File: config.mk
export PLATFORM = sky130hd
export DESIGN_NAME = fetch_sequencer
export DESIGN_NICKNAME = d
export VERILOG_FILES = /design/src/rtl/datapath_pkg.sv /design/src/rtl/ifid_register.sv /design/src/rtl/fetch_sequencer.sv
export SDC_FILE = /design/constraint.sdc
export NUM_CORES = 1
export LEC_CHECK = 0
export ABC_AREA = 0
export BUFFER_PORTS_ARGS = -buffer_cell sky130_fd_sc_hd__buf_2
export CORE_UTILIZATION = 45
export DETAILED_ROUTE_END_ITERATION = 10
export HOLD_SLACK_MARGIN = 0.08
export PLACE_DENSITY = 0.75
export RECOVER_POWER = 50
export SYNTH_ARGS = -nofsm -noshare
export SYNTH_HDL_FRONTEND = slang
export SYNTH_SLANG_ARGS = --single-unit
File: constraint.sdc
create_clock -name clk -period 2.1 [get_ports clk]
set_input_delay 0.21 -clock clk [delete_from_list [all_inputs] [get_ports clk]]
set_output_delay 0.21 -clock clk [all_outputs]
set_load 0.1 [all_outputs]
File: src/rtl/datapath_pkg.sv
// Types and constants shared by the pipelined datapath stages.
package datapath_pkg;

    localparam int WORD_W = 32;
    localparam logic [WORD_W-1:0] NOP_WORD = 32'b0;

    typedef enum logic [1:0] {
        BOOT = 2'd0,
        RUN  = 2'd1,
        DONE = 2'd2
    } fetch_state_t;

    // Full-width unsigned bound check for a word-index PC.
    function automatic logic pc_in_range(input logic [WORD_W-1:0] pc,
                                         input logic [WORD_W-1:0] depth);
        return (pc < depth);
    endfunction

endpackage

File: src/rtl/ifid_register.sv
// IF/ID pipeline register: load captures a new entry, flush squashes it to a NOP
// bubble, kill only drops the valid bit, otherwise contents hold.
module ifid_register
    import datapath_pkg::*;
(
    input  logic              clk,
    input  logic              reset,
    input  logic              load_i,
    input  logic              flush_i,
    input  logic              kill_i,
    input  logic [WORD_W-1:0] instr_i,
    input  logic [WORD_W-1:0] pc_i,
    input  logic [WORD_W-1:0] pc_next_i,
    output logic [WORD_W-1:0] instr_o,
    output logic [WORD_W-1:0] pc_o,
    output logic [WORD_W-1:0] pc_next_o,
    output logic              valid_o
);

    logic [WORD_W-1:0] instr_q, instr_d;
    logic [WORD_W-1:0] pc_q, pc_d;
    logic [WORD_W-1:0] pc_next_q, pc_next_d;
    logic              valid_q, valid_d;

    // Next-entry selection, load > flush > kill > hold.
    always_comb begin
        instr_d   = instr_q;
        pc_d      = pc_q;
        pc_next_d = pc_next_q;
        valid_d   = valid_q;
        if (load_i) begin
            instr_d   = instr_i;
            pc_d      = pc_i;
            pc_next_d = pc_next_i;
            valid_d   = 1'b1;
        end else if (flush_i) begin
            instr_d = NOP_WORD;
            valid_d = 1'b0;
        end else if (kill_i) begin
            valid_d = 1'b0;
        end else begin
            valid_d = valid_q;
        end
    end

    // Entry storage with synchronous clear.
    always_ff @(posedge clk) begin
        if (reset) begin
            instr_q   <= NOP_WORD;
            pc_q      <= 32'd0;
            pc_next_q <= 32'd0;
            valid_q   <= 1'b0;
        end else begin
            instr_q   <= instr_d;
            pc_q      <= pc_d;
            pc_next_q <= pc_next_d;
            valid_q   <= valid_d;
        end
    end

    assign instr_o   = instr_q;
    assign pc_o      = pc_q;
    assign pc_next_o = pc_next_q;
    assign valid_o   = valid_q;

endmodule

File: src/rtl/fetch_sequencer.sv
// Instruction-fetch controller: owns the PC, honours redirect/stall, fills IF/ID,
// and parks in DONE after the last word of instruction memory.
module fetch_sequencer
    import datapath_pkg::*;
#(
    parameter int IMEM_DEPTH = 8,
    parameter int RESET_PC   = 0
) (
    input  logic              clk,
    input  logic              reset,
    output logic [WORD_W-1:0] imem_pc,
    input  logic [WORD_W-1:0] imem_instr,
    input  logic              stall,
    input  logic              redirect_valid,
    input  logic [WORD_W-1:0] redirect_pc,
    output logic [WORD_W-1:0] ifid_instr,
    output logic [WORD_W-1:0] ifid_pc,
    output logic [WORD_W-1:0] ifid_pc_next,
    output logic              ifid_valid,
    output logic              done,
    output logic              fault
);

    localparam logic [WORD_W-1:0] DEPTH_W  = 32'(IMEM_DEPTH);
    localparam logic [WORD_W-1:0] LAST_PC  = 32'(IMEM_DEPTH - 1);
    localparam logic [WORD_W-1:0] RESET_PC_W = 32'(RESET_PC);

    fetch_state_t      state_q, state_d;
    logic [WORD_W-1:0] pc_q, pc_d;
    logic              fault_q, fault_d;
    logic              done_q, done_d;
    logic              ifid_load_s, ifid_flush_s, ifid_kill_s;
    logic              target_ok_s;

    assign target_ok_s = pc_in_range(redirect_pc, DEPTH_W);

    // State register.
    always_ff @(posedge clk) begin
        if (reset) begin
            state_q <= BOOT;
        end else begin
            state_q <= state_d;
        end
    end

    // Next-state logic; redirect outranks stall, and BOOT ignores both.
    always_comb begin
        state_d = state_q;
        case (state_q)
            BOOT: state_d = RUN;
            RUN: begin
                if (redirect_valid) begin
                    state_d = target_ok_s ? RUN : DONE;
                end else if (stall) begin
                    state_d = RUN;
                end else if (pc_q == LAST_PC) begin
                    state_d = DONE;
                end else begin
                    state_d = RUN;
                end
            end
            DONE: begin
                if (redirect_valid && target_ok_s) begin
                    state_d = RUN;
                end else begin
                    state_d = DONE;
                end
            end
            default: state_d = BOOT;
        endcase
    end

    // PC, fault and IF/ID control for the current state.
    always_comb begin
        pc_d         = pc_q;
        fault_d      = fault_q;
        ifid_load_s  = 1'b0;
        ifid_flush_s = 1'b0;
        ifid_kill_s  = 1'b0;
        case (state_q)
            BOOT: pc_d = pc_q;
            RUN: begin
                if (redirect_valid) begin
                    if (target_ok_s) begin
                        pc_d         = redirect_pc;
                        ifid_flush_s = 1'b1;
                    end else begin
                        fault_d     = 1'b1;
                        ifid_kill_s = 1'b1;
                    end
                end else if (stall) begin
                    pc_d = pc_q;
                end else begin
                    ifid_load_s = 1'b1;
                    // No wrap past the last word; DONE holds the PC there.
                    pc_d = (pc_q == LAST_PC) ? pc_q : pc_q + 32'd1;
                end
            end
            DONE: begin
                ifid_kill_s = ~stall;
                if (redirect_valid) begin
                    if (target_ok_s) begin
                        pc_d = redirect_pc;
                    end else begin
                        fault_d = 1'b1;
                    end
                end else begin
                    pc_d = pc_q;
                end
            end
            default: pc_d = RESET_PC_W;
        endcase
        done_d = (state_d == DONE);
    end

    // PC, sticky fault and done flag registers.
    always_ff @(posedge clk) begin
        if (reset) begin
            pc_q    <= RESET_PC_W;
            fault_q <= 1'b0;
            done_q  <= 1'b0;
        end else begin
            pc_q    <= pc_d;
            fault_q <= fault_d;
            done_q  <= done_d;
        end
    end

    ifid_register u_ifid (
        .clk       (clk),
        .reset     (reset),
        .load_i    (ifid_load_s),
        .flush_i   (ifid_flush_s),
        .kill_i    (ifid_kill_s),
        .instr_i   (imem_instr),
        .pc_i      (pc_q),
        .pc_next_i (pc_q + 32'd1),
        .instr_o   (ifid_instr),
        .pc_o      (ifid_pc),
        .pc_next_o (ifid_pc_next),
        .valid_o   (ifid_valid)
    );

    assign imem_pc = pc_q;
    assign done    = done_q;
    assign fault   = fault_q;

endmodule

==> impl_results.md, run 1 <==
* Most Frequent Cell on Critical Path: buf_4
* Clk root buf: clkbuf_16
* YS warnings at 0
* Nets at 1043
* Worst path required time at 2400 ps
* Routed WL at 19400 um
* H-tree lvl count at 4
* Max VDD drop at 0.537 mV
* Syn Inst Count at 730
* Die area at 14000 um2
* Startpoint types: flip-flop
* Tot Pwr at 6.44 mW
* Register area at 2760 um2
* Syn Nets at 803
* Crit path max fanout at 13
* Core area at 13200 um2
* CP Cell Sequence: nor4_1 -> nand4_1 -> buf_4 -> o31a_1 -> buf_6 -> buf_4 -> a32o_1
* Gr ovfl total at 0
* Adder-cell share of the synthesized area at 0.0103
* Layout area overhead at 41.1%
* Non-filler instance count after layout at 1159
* Ports at 199
* Maximum clock rate at 0.481 GHz
* Sequential share of the synthesized area at 0.436
* Pre-Repair DR Iteration Count at 5
* PwrDens at 748 nW/um2
* First-pass GRT wire length at 30400 um
* Via count at 6530
* CP delay by family, top: compound AO/OA/AOI/OAI gates
* Multi-input gate area at 3260 um2
* WP buf/inv at 3
* Final Hold Viols at 0
* Detailed placement HPWL at 12700 um
* Finished Core Util at 0.650
* Port bufs at 198
* Fillers at 1144
* Maxcap violations at 0
* Static leakage at 3.23 nW
* Setup TNS at 0 ps
* Synth Area in Simple Gates at 0.227
* Clock Latency Late Sink at 420 ps
* Design area at 8610 um2
* Initial antenna violation count at 0
* Die height at 118 um
* GP Congestion at 0.912
* Final Max Slew Viols at 0
* Post-route ant nets at 0
* CTS clk-pin slew, worst paths at 50 ps
* Crit path max-delay cell type: dfxtp_4
* Minimum clock period after layout at 2080 ps
* Worst hold path class: input pin to flip-flop
* Setup WS pre-CTS at -4.37 ps
* Rel. slew slack at 0.200
* Number of global-route vias before repair at 6098
* Fraction of registers with async set/reset at 0
* Antenna cells at 0
* Cell Rows at 42
* Synth Area in Compound Gates at 0.229
* CP endpoint kind: flip-flop
* Hold slack at 132 ps
* Final setup violation count at 0
* DRC violations left at 0
* Area post-placement at 7550 um2
* Initial Util at 0.461
* Largest family of logic cells by synthesized area: compound AO/OA/AOI/OAI gates
* Clock Sink Count at 133
* WL/cell at 16.7 um
* Width of the die at 118 um
* Unrepaired setup endpoints after global routing: true
* Status: finished clean
* Clk buf depth at 2
* CP Data Arrival Time at 2380 ps
* 1st-iter DRT viols at 490
* Flops & latches, synth at 133
* Mapped Area at 6100 um2
* R2r setup slk at 20 ps
* XOR/XNOR share of the synthesized area at 0.0402
* CTS Buf Count at 17
* Syn Area/Cell at 8.36 um2
* Tot GR Track Use at 0.270
* Period utilization at 0.991
* Vias/cell at 5.63
* Final worst slack at 19.5 ps
* Type of the worst setup path: flip-flop to flip-flop
* Least-Margin Pin Slew at 1200 ps
* Max stage delay on crit path at 390 ps
* Leading cell type in the layout, fill and taps excluded: nand2_1
* Most common flop cell mapped by yosys: dfxtp_1
* Mux cell area share after synthesis at 0
* Pin count of the biggest net entering global routing at 70
* TritonCTS clock tree: yes
* Most frequent cells in the layout: 103 x nand2_1, 100 x dfxtp_1, 87 x nor2_1, 81 x clkbuf_1, 69 x buf_2
* Share of cells above drive strength 1 at 0.284
* Yosys cell types at 64
* Placed Cells incl. Taps at 1083
* Clk_skew at 10.8 ps
* Post-synth EDFFs at 0
## final timing paths
| check | cells after the start | start | to |
|---|---|---|---|
| max reg2reg | 7 | imem_pc[11] | imem_pc[29] |
| max | 7 | imem_pc[11] | imem_pc[29] |
| min reg2reg | 2 | u_ifid.pc_o[11] | u_ifid.pc_o[11] |
| min | 3 | imem_instr[30] | u_ifid.instr_o[30] |
## synthesized netlist by cell type, drive strengths merged (2+ instances only)
library cell    n  area, um2
xnor2          20        175
clkbuf         44        165
a32o            4       40.0
nand2b          4       25.0
nor2b           2       12.5
nor4           22        156
buf            27        151
o31ai           3       27.5
inv             8       30.0
o211a           3       30.0
a31oi          11       68.8
ha              5       62.6
a22oi          32        240
a21boi          2       15.0
nand3          12       65.1
o2bb2ai         6       52.6
a221o           4       40.0
dfxtp         133       2660
nor3           10       60.1
nor4b           2       17.5
o21ai          24        120
o211ai          2       15.0
o32ai           3       26.3
a21o            3       22.5
nor2           88        330
nand4          16        130
o31a            4       35.0
o221ai          3       26.3
and3           10       62.6
and4            7       61.3
a41oi           3       26.3
a311oi          3       26.3
a211oi         31        238
a21oi          41        205
or2             2       12.5
or4             3       30.0
o21bai          2       18.8
o22ai           2       12.5
nand2         105        394
a221oi          6       52.6
xor2            8       70.1
## layer usage
| metal | GRT usage | up-vias | share of wire |
|---|---|---|---|
| met5 | 0 | - | 0 |
| met4 | 0.108 | 0 | 0.025 |
| met3 | 0.0709 | 40 | 0.078 |
| met2 | 0.448 | 308 | 0.47 |
| met1 | 0.332 | 3051 | 0.43 |
| li1 | - | 3131 | - |
## worst min-delay path, delay by kind of cell
kind	cells	cell delay, ps
AND/OR/NAND/NOR	1	120
AO/OA/AOI/OAI	1	80
buffers and inverters	1	90
## sequential cells by signal, indices dropped and copies added (netlist names)
register	count
u_ifid.instr_o	32
imem_pc	32
u_ifid.pc_next_o	32
u_ifid.valid_o	1
fault	1
state_q	2
done	1
u_ifid.pc_o	32
## layout make-up
type | count | share of cell area
repair buffers | 292 | 0.209
clock inverters | 9 | 0.00581
clock buffers | 23 | 0.0568
inverters | 8 | 0.00349
multi-input cells | 518 | 0.379
well taps | 176 | 0.0256
flip-flops and latches | 133 | 0.320
## cells by family after synthesis
family | after synthesis
XOR/XNOR | 28
AND/OR/NAND/NOR | 287
AO/OA/AOI/OAI | 198
buffers and inverters | 79
adder cells (fa/ha/maj) | 5
flip-flops | 133
## what timing repair did
item	CTS	global route
gates resized for setup	2	31
hold endpoints to repair	34	0
setup endpoints to repair	6	36
hold buffers	34	0
pin swaps	0	7
cloned	0	3
setup buffers	0	7
## where the power goes
group          switching (mW)  internal [mW]  leakage (nW)
clock network            1.07           1.63         0.276
logic                   0.812          0.325          1.86
registers              0.0376           2.56          1.10
total                    1.92           4.52          3.23
No activity file was read; power rests on OpenSTA's default activity.
==> run 2, diff against run 1 <==
PLACE_DENSITY = 0.74   (was 0.75)
SYNTH_HIERARCHICAL = 1   (was not set)
==> impl_results.md, run 2 <==
* Sequential share of the synthesized area at 0.413 (was 0.436)
* Initial Util at 0.463 (was 0.461)
* Share of cells above drive strength 1 at 0.312 (was 0.284)
* Cell Rows at 43 (was 42)
* CP Data Arrival Time at 2280 ps (was 2380 ps)
* Hold Startpoint: imem_instr[0] (was imem_instr[30])
* Clk root buf: clkbuf_16 (unchanged)
* CP endpoint kind: flip-flop (unchanged)
* Initial antenna violation count at 0 (unchanged)
* Syn Nets at 769 (was 803)
* Clk buf depth at 2 (unchanged)
* H-tree lvl count at 4 (unchanged)
* Core area at 13900 um2 (was 13200 um2)
* Period utilization at 0.945 (was 0.991)
* Yosys cell types at 60 (was 64)
* Pre-Repair DR Iteration Count at 5 (unchanged)
* Number of global-route vias before repair at 5841 (was 6098)
* YS warnings at 6 (was 0)
* Reg2reg start: imem_pc[10] (was imem_pc[11])
* Detailed placement HPWL at 12500 um (was 12700 um)
* Layout area overhead at 35.9% (was 41.1%)
* Maximum clock rate at 0.504 GHz (was 0.481 GHz)
* Most frequent cells in the layout: 101 x dfxtp_1, 84 x nor2_1, 76 x clkbuf_1, 66 x mux2i_1, 66 x buf_2 (was 103 x nand2_1, 100 x dfxtp_1, 87 x nor2_1, 81 x clkbuf_1, 69 x buf_2)
* Final Hold Viols at 0 (unchanged)
* Syn Area/Cell at 9.26 um2 (was 8.36 um2)
* Port bufs at 198 (unchanged)
* PwrDens at 747 nW/um2 (was 748 nW/um2)
* Pin count of the biggest net entering global routing at 69 (was 70)
* Tot Pwr at 6.55 mW (was 6.44 mW)
* CP delay by family, top: simple AND/OR/NAND/NOR gates (was compound AO/OA/AOI/OAI gates)
* Clock Sink Count at 133 (unchanged)
* Flops & latches, synth at 133 (unchanged)
* Syn Inst Count at 696 (was 730)
* Least-Margin Pin Slew at 1200 ps (about the same)
* Status: finished clean (unchanged)
* Antenna cells at 0 (unchanged)
* CTS clk-pin slew, worst paths at 60 ps (was 50 ps)
* GP Congestion at 0.840 (was 0.912)
* Startpoint types: flip-flop (unchanged)
* Most used routing layer: met2 (unchanged)
* Type of the worst setup path: flip-flop to flip-flop (unchanged)
* Met2 GRT Util at 0.435 (was 0.448)
* Rel. slew slack at 0.202 (was 0.200)
* Clk_skew at 6.30 ps (was 10.8 ps)
* Static leakage at 3.48 nW (was 3.23 nW)
* Unrepaired setup endpoints after global routing: false (was true)
* Fraction of registers with async set/reset at 0 (unchanged)
* Worst path required time at 2390 ps (was 2400 ps)
* First-pass GRT wire length at 28700 um (was 30400 um)
* Width of the die at 122 um (was 118 um)
* Tot GR Track Use at 0.247 (was 0.270)
* Nets at 1011 (was 1043)
* Max stage delay on crit path at 430 ps (was 390 ps)
* Ports at 199 (unchanged)
* Share of the synthesized area in the top cell type at 0.413 (was 0.436)
* Final setup violation count at 0 (unchanged)
* Leading cell type in the layout, fill and taps excluded: dfxtp_1 (was nand2_1)
* Clock Latency Late Sink at 410 ps (was 420 ps)
* Max VDD drop at 0.567 mV (was 0.537 mV)
* Crit path max fanout at 11 (was 13)
* Gr ovfl total at 0 (unchanged)
* Minimum clock period after layout at 1980 ps (was 2080 ps)
* Crit path max-delay cell type: nor4_1 (was dfxtp_4)
* Count leader, synth: dfxtp_1 (unchanged)
* TritonCTS clock tree: yes (unchanged)
* Worst hold path class: input pin to flip-flop (unchanged)
* Die height at 122 um (was 118 um)
* Finished Core Util at 0.629 (was 0.650)
* Ranking of synthesized cells by area: dfxtp_1 41%, mux2i_1 10%, o32ai_2 7.6%, nor2_1 5.1%, nand2_1 3.7% (was dfxtp_1 44%, nand2_1 6.5%, nor2_1 5.4%, a22oi_1 3.9%, a211oi_1 3.7%)
* DRC violations left at 0 (unchanged)
* Most common flop cell mapped by yosys: dfxtp_1 (unchanged)
* Top cells by count, synth: 133 x dfxtp_1, 87 x nor2_1, 66 x mux2i_1, 64 x nand2_1, 40 x inv_1 (was 133 x dfxtp_1, 105 x nand2_1, 88 x nor2_1, 44 x clkbuf_1, 41 x a21oi_1)
* Final Max Slew Viols at 0 (unchanged)
* CP Cell Sequence: nor4_1 -> nand4_1 -> nor2_2 -> a211o_2 -> nor2_1 -> buf_4 -> a22o_1 (was nor4_1 -> nand4_1 -> buf_4 -> o31a_1 -> buf_6 -> buf_4 -> a32o_1)
* Setup TNS at 0 ps (unchanged)
* Vias/cell at 5.36 (was 5.63)
* Maxcap violations at 0 (unchanged)
* Via count at 6065 (was 6530)
* Die area at 14800 um2 (was 14000 um2)
* M1 GR Usage at 0.288 (was 0.332)
* Met3 Usage GRT at 0.0529 (was 0.0709)
* Largest area contributor in the synthesized netlist: dfxtp_1 (unchanged)
* Routed WL at 18300 um (was 19400 um)
* WL/cell at 16.2 um (was 16.7 um)
* Mapped Area at 6450 um2 (was 6100 um2)
* CTS Buf Count at 17 (unchanged)
* WP buf/inv at 1 (was 3)
* Post-synth EDFFs at 0 (unchanged)
* Critical Path Start: imem_pc[10] (was imem_pc[11])
* Post-route ant nets at 0 (unchanged)
* 1st-iter DRT viols at 403 (was 490)
-- run 2: changes by cell type in the layout (fill, tap and decap cells not counted), sizes merged, moves of 18 or more --
cell / change
a22oi: -32
inv: +33
a211oi: -29
mux2i: +66
nand2: -41
a21oi: -18
o32ai: +28
-- run 2: kinds of logic after synthesis --
logic type | synth area share
AOI/OAI and AO/OA | 0.185
muxes | 0.102
xor gates and xnor gates | 0.0419
and+or+nand+nor | 0.176
buffers and inverters | 0.0722
DFF | 0.413
adders and majority gates | 0.00970
-- run 2: stage by stage --
stage | setup WS (ps) | hold WS (ps) | std cells | cell area (um2)
after floorplan | 5.51 | 282 | 696 | 6540
after global placement | -0.484 | 450 | 1065 | 7870
after detailed placement | -18.8 | 456 | 1065 | 7870
after CTS | 29.2 | 80.6 | 1123 | 8770
after global routing | 34.1 | 92.3 | 1131 | 8760
final | 116 | 96.4 | 1131 | 8760
-- run 2: where the power goes --
part | internal (mW) | switching, mW | total (mW)
logic | 0.254 | 0.535 | 0.790
registers | 2.53 | 0.0186 | 2.55
clock network | 2.09 | 1.11 | 3.21
total | 4.88 | 1.67 | 6.55
-- run 2: path summary, 6_finish.rpt --
path,slack [ps],end,cells after the start
max,120,imem_pc[17],7
min,100,u_ifid/instr_o[0],3
max reg2reg,120,imem_pc[17],7
min reg2reg,470,fault,2
-- run 2: area by class of cell --
class | count | area, um2
flip-flops and latches | 133 | 2750
repair buffers | 280 | 1640
inverters | 41 | 154
multi-input cells | 465 | 3360
clock buffers | 17 | 425
well taps | 180 | 225
fillers | 1154 | 5170
clock inverters | 15 | 210
-- run 2: repair_timing --
item,4_1_cts,5_1_grt
buffers inserted,1,8
endpoints found under the setup margin,1,12
pin swaps,1,3
resized for setup,1,6
hold buffers,25,0
hold endpoints to repair,26,0
-- run 2: tightest hold or removal path, stage by stage --
cell	delay [ps]
buf_2	90
nand2_1	60
o32ai_2	100
-- run 2: routing by layer --
metal  wire length (um)  vias to the layer above  part of all wire
li1                   -                     2933                 -
met1               7950                     2877              0.43
met2               8990                      218              0.49
met3               1040                       37             0.057
met4                362                        0             0.020
met5                  0                        -                 0
